[config.mk]
export PLATFORM = sky130hd
export DESIGN_NAME = serial_tx_param
export DESIGN_NICKNAME = d
export VERILOG_FILES = /design/src/rtl/serial_tx_param.sv
export SDC_FILE = /design/constraint.sdc
export NUM_CORES = 1
export LEC_CHECK = 0
export CAP_MARGIN = 20
export CORE_AREA = 2 2 104 106
export CTS_CLUSTER_SIZE = 25
export DETAILED_ROUTE_END_ITERATION = 6
export DIE_AREA = 0 0 106 108
export DONT_BUFFER_PORTS = 1
export PLACE_DENSITY = 0.72
export SLEW_MARGIN = 20
export SYNTH_ARGS = -nofsm -noshare
export SYNTH_HDL_FRONTEND = slang
export SYNTH_SLANG_ARGS = --single-unit
[constraint.sdc]
create_clock -name Clk_S -period 5.2 [get_ports Clk_S]
set_input_delay 0 -clock Clk_S [delete_from_list [all_inputs] [get_ports Clk_S]]
set_output_delay 0 -clock Clk_S [all_outputs]
set_load 0.05 [all_outputs]
[src/rtl/serial_tx_param.sv]
// serial_tx_param: valid/ready word intake into a one-entry holding register, serialised MSB-first
// as start bit, DATA_W data bits, optional parity bit and a programmable low idle gap.
module serial_tx_param #(
    parameter int DATA_W = 55,
    parameter int PARITY = 0,
    parameter int GAP    = 1
) (
    input  logic              Clk_S,
    input  logic              Rst,
    input  logic [DATA_W-1:0] TX_Data,
    input  logic              TX_Data_Valid,
    output logic              TX_Ready,
    output logic              S_Data,
    output logic              TX_Busy,
    output logic              Frame_Done
);
    localparam int BW = $clog2(DATA_W + 1);
    localparam int GW = $clog2(GAP + 1);

    typedef enum logic [2:0] {S_IDLE, S_START, S_DATA, S_PAR, S_GAP} state_t;

    state_t            state_q, state_d;
    logic [DATA_W-1:0] hold_q, hold_d;
    logic [DATA_W-1:0] shift_q, shift_d;
    logic [BW-1:0]     bit_cnt_q, bit_cnt_d;
    logic [GW-1:0]     gap_cnt_q, gap_cnt_d;
    logic              hold_valid_q, hold_valid_d;
    logic              par_q, par_d;
    logic              sdata_q, sdata_d;
    logic              ready_q, ready_d;
    logic              busy_q, busy_d;
    logic              done_q, done_d;
    logic              accept, load, to_gap;

    assign accept = TX_Data_Valid & ready_q;
    // A held word is loaded from IDLE or at the end of the last gap cycle, giving back-to-back frames.
    assign load   = hold_valid_q & ((state_q == S_IDLE) | ((state_q == S_GAP) & (gap_cnt_q == '0)));

    always_comb begin
        state_d      = state_q;
        hold_d       = hold_q;
        shift_d      = shift_q;
        bit_cnt_d    = bit_cnt_q;
        gap_cnt_d    = gap_cnt_q;
        hold_valid_d = hold_valid_q;
        par_d        = par_q;
        sdata_d      = sdata_q;
        done_d       = 1'b0;
        to_gap       = 1'b0;
        if (accept) begin
            hold_d       = TX_Data;
            hold_valid_d = 1'b1;
        end
        case (state_q)
            S_IDLE: sdata_d = 1'b0;
            S_START: begin
                state_d   = S_DATA;
                sdata_d   = shift_q[DATA_W-1];
                shift_d   = shift_q << 1;
                bit_cnt_d = BW'(DATA_W - 1);
            end
            S_DATA: begin
                if (bit_cnt_q != '0) begin
                    sdata_d   = shift_q[DATA_W-1];
                    shift_d   = shift_q << 1;
                    bit_cnt_d = bit_cnt_q - BW'(1);
                end else if (PARITY != 0) begin
                    state_d = S_PAR;
                    sdata_d = par_q;
                end else begin
                    to_gap = 1'b1;
                end
            end
            S_PAR: to_gap = 1'b1;
            S_GAP: begin
                sdata_d = 1'b0;
                if (gap_cnt_q != '0) begin
                    gap_cnt_d = gap_cnt_q - GW'(1);
                    done_d    = gap_cnt_q == GW'(1);
                end else begin
                    state_d = S_IDLE;
                end
            end
            default: state_d = S_IDLE;
        endcase
        if (to_gap) begin
            state_d   = S_GAP;
            sdata_d   = 1'b0;
            gap_cnt_d = GW'(GAP - 1);
            done_d    = GAP == 1;
        end
        if (load) begin
            state_d      = S_START;
            shift_d      = hold_q;
            hold_valid_d = 1'b0;
            sdata_d      = 1'b1;
            par_d        = (^hold_q) ^ (PARITY == 2);
        end
    end

    assign ready_d = ~hold_valid_d;
    assign busy_d  = (state_d != S_IDLE) | hold_valid_d;

    always_ff @(posedge Clk_S or posedge Rst) begin
        if (Rst) begin
            state_q      <= S_IDLE;
            hold_q       <= '0;
            shift_q      <= '0;
            bit_cnt_q    <= '0;
            gap_cnt_q    <= '0;
            hold_valid_q <= 1'b0;
            par_q        <= 1'b0;
            sdata_q      <= 1'b0;
            ready_q      <= 1'b0;
            busy_q       <= 1'b0;
            done_q       <= 1'b0;
        end else begin
            state_q      <= state_d;
            hold_q       <= hold_d;
            shift_q      <= shift_d;
            bit_cnt_q    <= bit_cnt_d;
            gap_cnt_q    <= gap_cnt_d;
            hold_valid_q <= hold_valid_d;
            par_q        <= par_d;
            sdata_q      <= sdata_d;
            ready_q      <= ready_d;
            busy_q       <= busy_d;
            done_q       <= done_d;
        end
    end

    assign TX_Ready   = ready_q;
    assign S_Data     = sdata_q;
    assign TX_Busy    = busy_q;
    assign Frame_Done = done_q;
endmodule

==> results of run 1 <==
==> power breakdown <==
group,switching [mW],leakage [nW],internal (mW),total (mW)
Clock,0.445,0.286,0.793,1.24
Combinational,0.710,1.30,1.36,2.07
Sequential,0.344,1.46,1.47,1.82
Total,1.50,3.05,3.62,5.12
==> per-layer routing <==
layer	vias up	routed length, um	global-route usage
met5	-	0	0
met3	17	406	0.0657
met4	0	177	0.0874
met2	56	4760	0.306
met1	1564	4460	0.246
li1	1415	-	-
==> final cells by class <==
class	instances	area, sq um
clock inverters	13	193
repair buffers	66	663
fillers	730	3290
flip-flops and latches	124	3100
clock buffers	19	432
inverters	7	28.8
multi-input cells	210	2350
well taps	136	170
==> worst max-delay path by stage <==
stage,from,endpoint,slack [ps],cells after the start
6_report,bit_cnt_q[0],shift_q[25],2480,7
5_1_grt,state_q[1],shift_q[52],2300,5
4_1_cts,bit_cnt_q[0],shift_q[10],2180,6
3_5_place_dp,bit_cnt_q[0],shift_q[2],2210,6
3_3_place_gp,state_q[1],shift_q[7],2310,4
2_1_floorplan,Rst,Frame_Done,1900,1
==> worst reg2reg max path, delay by kind of cell (launching register included) <==
kind,cells,cell delay (ps)
compound gates,1,490
flops,1,410
simple gates,2,680
mux,1,340
buf+inv,2,500
fa+ha+maj,1,200
==> metrics by stage <==
step | cell area, sq um | hold WS [ps] | std cells | power, mW | setup WS (ps)
after floorplan | 5590 | 145 | 360 | 3.55 | 1900
after global placement | 5670 | 14.2 | 480 | 3.76 | 2310
after detailed placement | 5670 | 15.5 | 480 | 3.85 | 2210
after CTS | 6920 | 59.8 | 574 | 5.17 | 2180
after global routing | 6940 | 111 | 575 | 5.43 | 2300
final | 6940 | 61.4 | 575 | 5.12 | 2480
==> cells in the mapped netlist (2+ instances only) <==
| cell | instances | area [sq um] |
|---|---|---|
| dfrtp_1 | 124 | 3100 |
| mux2_2 | 113 | 1270 |
| mux2_4 | 50 | 751 |
| clkbuf_1 | 9 | 33.8 |
| inv_1 | 7 | 26.3 |
| nand2_1 | 7 | 26.3 |
| o21ai_0 | 6 | 30.0 |
| buf_6 | 5 | 56.3 |
| mux2i_1 | 4 | 40.0 |
| nor2_1 | 4 | 15.0 |
| nor3b_1 | 4 | 30.0 |
| buf_1 | 2 | 7.51 |
| buf_2 | 2 | 10.0 |
| ha_1 | 2 | 25.0 |
| nand3_1 | 2 | 10.0 |
| nor2b_1 | 2 | 12.5 |
| nor3_1 | 2 | 10.0 |
| or3_1 | 2 | 12.5 |
==> timing repair <==
action / in CTS / in global routing
setup endpoints to repair: 0 / 0
endpoints found under the hold margin: 112 / 0
hold buffers: 62 / 0
==> state kept, by name, indices dropped and copies added (netlist names) <==
| name | count |
|---|---|
| bit_cnt_q | 6 |
| TX_Ready | 1 |
| state_q | 3 |
| TX_Busy | 1 |
| shift_q | 55 |
| S_Data | 1 |
| hold_q | 55 |
| Frame_Done | 1 |
| hold_valid_q | 1 |
==> cells in the final DEF, fill, tap and decap left out, drive strengths merged, types with 2 or more instances in the layout <==
cell	synthesis	routed
dfrtp	124	124
o21ai	6	6
mux2i	4	4
buf	9	4
ha	2	2
inv	7	7
nand3	3	3
nor2b	2	2
clkinv	0	4
clkbuf	10	19
nor3	2	2
mux2	163	163
or3	2	2
nor2	4	4
clkinvlp	0	5
dlygate4sd3	0	62
nor3b	4	4
nand2	7	7
bufinv	0	4
==> cell families (layout without fill, tap and decap cells) <==
logic type	Yosys count	in the layout	share of synthesized area
adders and majority gates	2	2	0.00448
buffers and inverters	26	105	0.0248
muxes	167	167	0.369
and+or+nand+nor	29	29	0.0300
AOI/OAI and AO/OA	12	12	0.0163
DFF	124	124	0.555
==> flow_summary.json, run 1 <==
{
  "drt-pass1-iter-count": 4,
  "rr_startpoint": "bit_cnt_q[0]",
  "fmax_mhz": 367,
  "rr_worst_depth": 7,
  "fin_crit_ps": 2720,
  "hpwl_mm": 5.56,
  "post_cts_buffers": 0,
  "p_per_area_nw_per_um2": 738,
  "drt_iter0_markers": 162,
  "areaGrowthSynthToFinish_pct": 24.2,
  "vias_per_cell": 5.31,
  "synth-async-reset-ratio": 1.00,
  "synth-seq-area-share": 0.555,
  "cp_top_family": "simple AND/OR/NAND/NOR gates",
  "die_area_sq_um": 11400,
  "route.detailed.drc": 0,
  "slowest_delay_ps": 570,
  "overflow": 0,
  "fin_crit_sh": 0.524,
  "cap_violations": 0,
  "layout-drive-gt1-share": 0.465,
  "fp.dieH_um": 108,
  "total_leakage_power_nw": 3.05,
  "syn_inst": 360,
  "antenna_found_initial": 0,
  "hold_viol_final": 0,
  "via_count": 3052,
  "worst_slew_pin_slew_ps": 869,
  "cts_resized": 0,
  "htreeDepth": 4,
  "path_class": "reg2reg",
  "crit_buf_inv": 2,
  "grt_pass1_vias": 3365,
  "rows": 37,
  "min_path_type": "in2async",
  "numCtsBuffers": 17,
  "r2r_slack_ps": 2480,
  "crit_chain": "inv_1 > ha_1 > nand2b_1 > o41ai_4 > nand3_4 > buf_12 > mux2_4",
  "worstPathRequired_ps": 5610,
  "ir_drop_v": 0.000512,
  "synth_edf_count": 0,
  "yosysWarnings": 0,
  "crit_path_max_fanout": 29,
  "fin_util": 0.678,
  "ioPinCount": 62,
  "start_util": 0.546,
  "clk_path_buf_depth": 2,
  "setup_violations": 0,
  "status": "finished clean",
  "nets": 486,
  "finalSetupTns_ps": 0,
  "synth_flop_cell": "dfrtp_1",
  "track_usage": 0.195,
  "rsz0062_at_grt": "no",
  "clk_pin_slew_worst_paths_ps": 60,
  "cp-end-kind": "flop",
  "core_sq_um": 10200,
  "floorplan.die.width_um": 106,
  "cts_tree": "built",
  "synth_fp_nets": 420,
  "synth.avg_cell_area_sq_um": 15.5,
  "ant_nets": 0,
  "grt_max_degree": 71,
  "ys_ff_latch": 124,
  "cts.sinks": 124,
  "syn_area_sq_um": 5590,
  "relSlewSlack": 0.419,
  "finalWirelength_mm": 9.81,
  "clkLatencyLatePin_ps": 530,
  "gp_congestion": 0.761,
  "grt_pass1_wl_mm": 16.8,
  "diodes": 0,
  "cts-root-buf": "clkbuf_8",
  "crit_arrival_ps": 3130,
  "r2r-end": "shift_q[25]",
  "startpoint_type": "flop",
  "wl_per_cell_um": 17.1,
  "slowest_stage": "nand3_4",
  "drv_slew": 0,
  "io_buffers": 0,
  "skew_ps": 7.53,
  "synth_cell_type_count": 31
}
No activity file was read; power rests on OpenSTA's default activity.
==> run 2, diff against run 1 <==
- PLACE_DENSITY: 0.72 -> 0.74
- clock period: 5.2 -> 2.2 ns (I/O delays scaled with it)
==> run 2 against run 1 <==
  * Die area unchanged
  * Total power increased by 130%
  * Sequential power increased by 130%
  * Maximum frequency increased by 36%
  * Wire length about the same
  * First-iteration DRC count decreased by 28%
  * Combinational power increased by 140%
  * Count of clock-buffer cells in the layout increased by 5
  * Critical endpoint is now shift_q[52]
==> flow_summary.json, run 2 (synthesis gave the netlist of run 1 again) <==
{
  "io_buffers": 0,
  "total_leakage_power_nw": 3.07,
  "status": "finished clean",
  "htreeDepth": 4,
  "fp.dieH_um": 108,
  "startpoint_type": "flop",
  "slowest_delay_ps": 460,
  "ir_drop_v": 0.00105,
  "hold_slack_ps": 62.9,
  "numCtsBuffers": 17,
  "worstPathRequired_ps": 2600,
  "start_util": 0.546,
  "die_area_sq_um": 11400,
  "cp_top_family": "simple AND/OR/NAND/NOR gates",
  "post_cts_buffers": 0,
  "floorplan.die.width_um": 106,
  "clk_pin_slew_worst_paths_ps": 50,
  "drt_iter0_markers": 116,
  "worst_slew_pin_slew_ps": 758,
  "cts_tree": "built",
  "crit_arrival_ps": 2410,
  "core_sq_um": 10200,
  "cts.sinks": 124,
  "layout-drive-gt1-share": 0.476,
  "slowest_stage": "dfrtp_1",
  "fmax_mhz": 498,
  "route.detailed.drc": 0,
  "finalWirelength_mm": 9.81,
  "antenna_found_initial": 0,
  "setup_violations": 0,
  "cp-end-kind": "flop",
  "p_per_area_nw_per_um2": 1710,
  "finalSetupTns_ps": 0,
  "rsz0062_at_grt": "no",
  "hold_viol_final": 0,
  "fin_crit_sh": 0.913,
  "min_path_type": "in2reg",
  "crit_path_max_fanout": 43,
  "gp_congestion": 0.746,
  "diodes": 0,
  "rows": 37,
  "drv_slew": 0,
  "grt_max_degree": 49,
  "mostFrequentLayoutCell": "dfrtp_1",
  "crit_chain": "nor3b_1 > o41ai_4 > nand3_4 > buf_12 > mux2_2",
  "wl_per_cell_um": 17.0,
  "grt_pass1_wl_mm": 16.6,
  "cap_violations": 0,
  "cts_resized": 0,
  "top_regs": "hold_q: 55 flops, shift_q: 55 flops, bit_cnt_q: 6 flops",
  "hpwl_mm": 5.92,
  "crit_buf_inv": 1,
  "relSlewSlack": 0.494,
  "track_usage": 0.192,
  "ioPinCount": 62,
  "drt-pass1-iter-count": 4,
  "nets": 489,
  "overflow": 0,
  "skew_ps": 4.07,
  "fin_crit_ps": 2010,
  "grt_pass1_vias": 3313,
  "cts-hold-fix-buffers": 57,
  "clkLatencyLatePin_ps": 520,
  "cts-root-buf": "clkbuf_8",
  "areaGrowthSynthToFinish_pct": 24.0,
  "ant_nets": 0,
  "final_cell_mix": "dfrtp_1, mux2_2, dlygate4sd3_1, mux2_4, clkbuf_16",
  "via_count": 3028,
  "vias_per_cell": 5.25,
  "clk_path_buf_depth": 2,
  "path_class": "reg2reg"
}
-- run 2: cell types whose count changed in the layout (fill, tap and decap cells not counted), sizes merged --
cell and change:
buf +8, bufinv -3, clkbuf +5, clkinv +1
clkinvlp -3, dlygate4sd3 -5, inv -1
-- run 2: final cells by class --
cell class	count	area [sq um]
Timing Repair Buffer	69	723
Sequential cell	124	3100
Clock buffer	24	490
Multi-Input combinational cell	210	2350
Fill cell	678	3300
Inverter	7	30.0
Tap cell	136	170
Clock inverter	7	62.6
-- run 2: path summary, 6_finish.rpt --
kind,end,cells after the start,slack (ps),from
max in group asynchronous,hold_q[40],3,1440,Rst
min,hold_q[36],2,60,TX_Data_Valid
min reg2reg,shift_q[43],1,500,shift_q[43]
min in group asynchronous,hold_q[15],2,90,Rst
max reg2reg,shift_q[52],5,190,state_q[2]
max,shift_q[52],5,190,state_q[2]
-- run 2: metal layers --
metal  vias up  track usage  share of wire
met5         -            0              0
li1       1422            -              -
met2        66        0.300           0.49
met3        19       0.0633          0.042
met4         0       0.0959          0.023
met1      1521        0.242           0.45
-- run 2: stage by stage --
step | instance area, sq um | instances | power [mW] | worst slack (ps) | util
2_1_floorplan | 5590 | 360 | 8.39 | 201 | -
3_3_place_gp | 5810 | 489 | 9.01 | 273 | 0.567
3_5_place_dp | 5810 | 489 | 9.21 | 213 | 0.567
4_1_cts | 6930 | 577 | 12.0 | 191 | 0.677
5_1_grt | 6930 | 577 | 12.6 | 69.3 | 0.677
6_report | 6930 | 577 | 11.9 | 191 | 0.677
-- run 2: worst reg2reg max path, stage by stage, from the launching register on --
cell     delay [ps]
dfrtp_1         460
nor3b_1         440
o41ai_4         180
nand3_4         110
buf_12          310
mux2_2          390
-- run 2: report_power, final --
part           internal [mW]  total [mW]  switching [mW]  leakage, nW
combinational           3.26        5.03            1.77         1.33
clock                   1.63        2.58           0.951        0.277
sequential              3.48        4.25           0.772         1.46
total                   8.37        11.9            3.49         3.07
==> run 3, diff against run 2 <==
- GPL_TIMING_DRIVEN: unset -> 0
==> run 3 against run 2 <==
  * Critical path depth increased by 2
  * Clock skew increased by 6.3 ps
  * Sequential share of layout area shrank 0.93 points
  * Utilization up 1.4 points
  * Final cell count increased by 2.8%
  * First-iteration DRC count is 22% lower
  * Clock power rose by 12%
  * Non-clock buffer count is 15 higher
  * Combinational power up 2%
  * Via count grew 1.1%
  * Maximum frequency is 4.2% lower
==> flow_summary.json, run 3 (synthesis gave the netlist of run 1 again) <==
{
  "status": "finished clean",
  "hold_slack_ps": 47.8,
  "design_power_total_mw": 12.2,
  "rows": 37,
  "die_area_sq_um": 11400,
  "clkLatencyLatePin_ps": 520,
  "fmax_mhz": 477,
  "ioPinCount": 62,
  "rsz0062_at_grt": "no",
  "dp_cells": 500,
  "route.detailed.drc": 0,
  "cp-startpoint": "bit_cnt_q[0]",
  "start_util": 0.546,
  "mostFrequentLayoutCell": "dfrtp_1",
  "fin_util": 0.692,
  "overflow": 0,
  "grt_max_degree": 33,
  "htreeDepth": 4,
  "drv_slew": 0,
  "ant_nets": 0,
  "core_sq_um": 10200,
  "cp-end-kind": "flop",
  "path_class": "reg2reg",
  "setup_slack_ps": 103,
  "cap_violations": 0,
  "ir_drop_v": 0.000851,
  "nets": 504,
  "place_ws_ps": -92.2,
  "drt-pass1-iter-count": 4,
  "clk_pin_slew_worst_paths_ps": 60,
  "grt_pass1_vias": 3504,
  "layout-drive-gt1-share": 0.486,
  "crit_arrival_ps": 2490,
  "crit_path_max_fanout": 10,
  "cts.sinks": 124,
  "p_per_area_nw_per_um2": 1730,
  "finalSetupTns_ps": 0,
  "floorplan.die.width_um": 106,
  "hpwl_mm": 6.40,
  "fin_cells": 593,
  "total_leakage_power_nw": 3.14,
  "cts_tree": "built",
  "rr_startpoint": "bit_cnt_q[0]",
  "cts-root-buf": "clkbuf_8",
  "setup_violations": 0,
  "fp.dieH_um": 108,
  "fin_crit_ps": 2100,
  "numCtsBuffers": 17,
  "vias_per_cell": 5.16,
  "skew_ps": 10.3,
  "top_regs": "hold_q: 55 flops, shift_q: 55 flops, bit_cnt_q: 6 flops",
  "final_cell_mix": "dfrtp_1, mux2_2, dlygate4sd3_1, mux2_4, clkbuf_16",
  "min_path_type": "in2async",
  "track_usage": 0.196,
  "worst_slew_pin_slew_ps": 577,
  "clk_path_buf_depth": 2,
  "startpoint_type": "flop",
  "fin_crit_sh": 0.953,
  "grt_pass1_wl_mm": 17.1,
  "finalWirelength_mm": 9.96,
  "gp_congestion": 0.701,
  "areaGrowthSynthToFinish_pct": 26.6,
  "worstPathRequired_ps": 2600,
  "drt_iter0_markers": 90,
  "placed_cell_area_sq_um": 5850,
  "antenna_found_initial": 0,
  "wl_per_cell_um": 16.8,
  "diodes": 0,
  "nFillCells": 704,
  "io_buffers": 0,
  "postLayoutCellArea_sq_um": 7080,
  "hold_viol_final": 0,
  "relSlewSlack": 0.615,
  "via_count": 3060
}
## run 3: per-layer routing
metal	vias to the layer above	share of wire	global-route usage
met3	17	0.037	0.0621
met5	-	0	0
met4	0	0.015	0.0818
li1	1453	-	-
met2	56	0.50	0.323
met1	1534	0.44	0.241
## run 3: layout make-up
cell class              instances  area, sq um  area share
plain buffers                  19          124      0.0175
clock buffers                  19          422      0.0596
clock inverters                13          190      0.0269
inverters                       7         30.0     0.00424
multi-input cells             210         2350       0.332
flip-flops and latches        124         3100       0.438
well taps                     136          170      0.0240
repair buffers                 65          691      0.0976
## run 3: repair_timing
item,in CTS,in global routing
endpoints found under the setup margin,50,93
cloned,0,0
hold buffers,58,0
endpoints found under the hold margin,157,0
setup buffers,1,2
pin swaps,1,1
resized for setup,2,15
## run 3: report_power, final
part           switching (mW)  leakage [nW]  internal (mW)  total (mW)
combinational            1.79          1.39           3.32        5.12
clock                    1.05         0.285           1.85        2.90
sequential              0.755          1.46           3.48        4.23
## run 3: worst max-delay path, cell delays in order, from the launching register on
cell and delay (ps):
dfrtp_1 410, inv_1 120, ha_1 200, nand2b_1 100, o41ai_4 400, nand3_4 210
buf_6 220, mux2_4 310
## run 3: final timing paths
kind,cells past startpoint,end,slack (ps)
max,7,shift_q[26],100
min,3,hold_q[13],50
max reg2reg,7,shift_q[26],100
min reg2reg,1,hold_q[36],500
max in group asynchronous,3,shift_q[14],1320
min in group Clk_S,2,hold_q[36],120
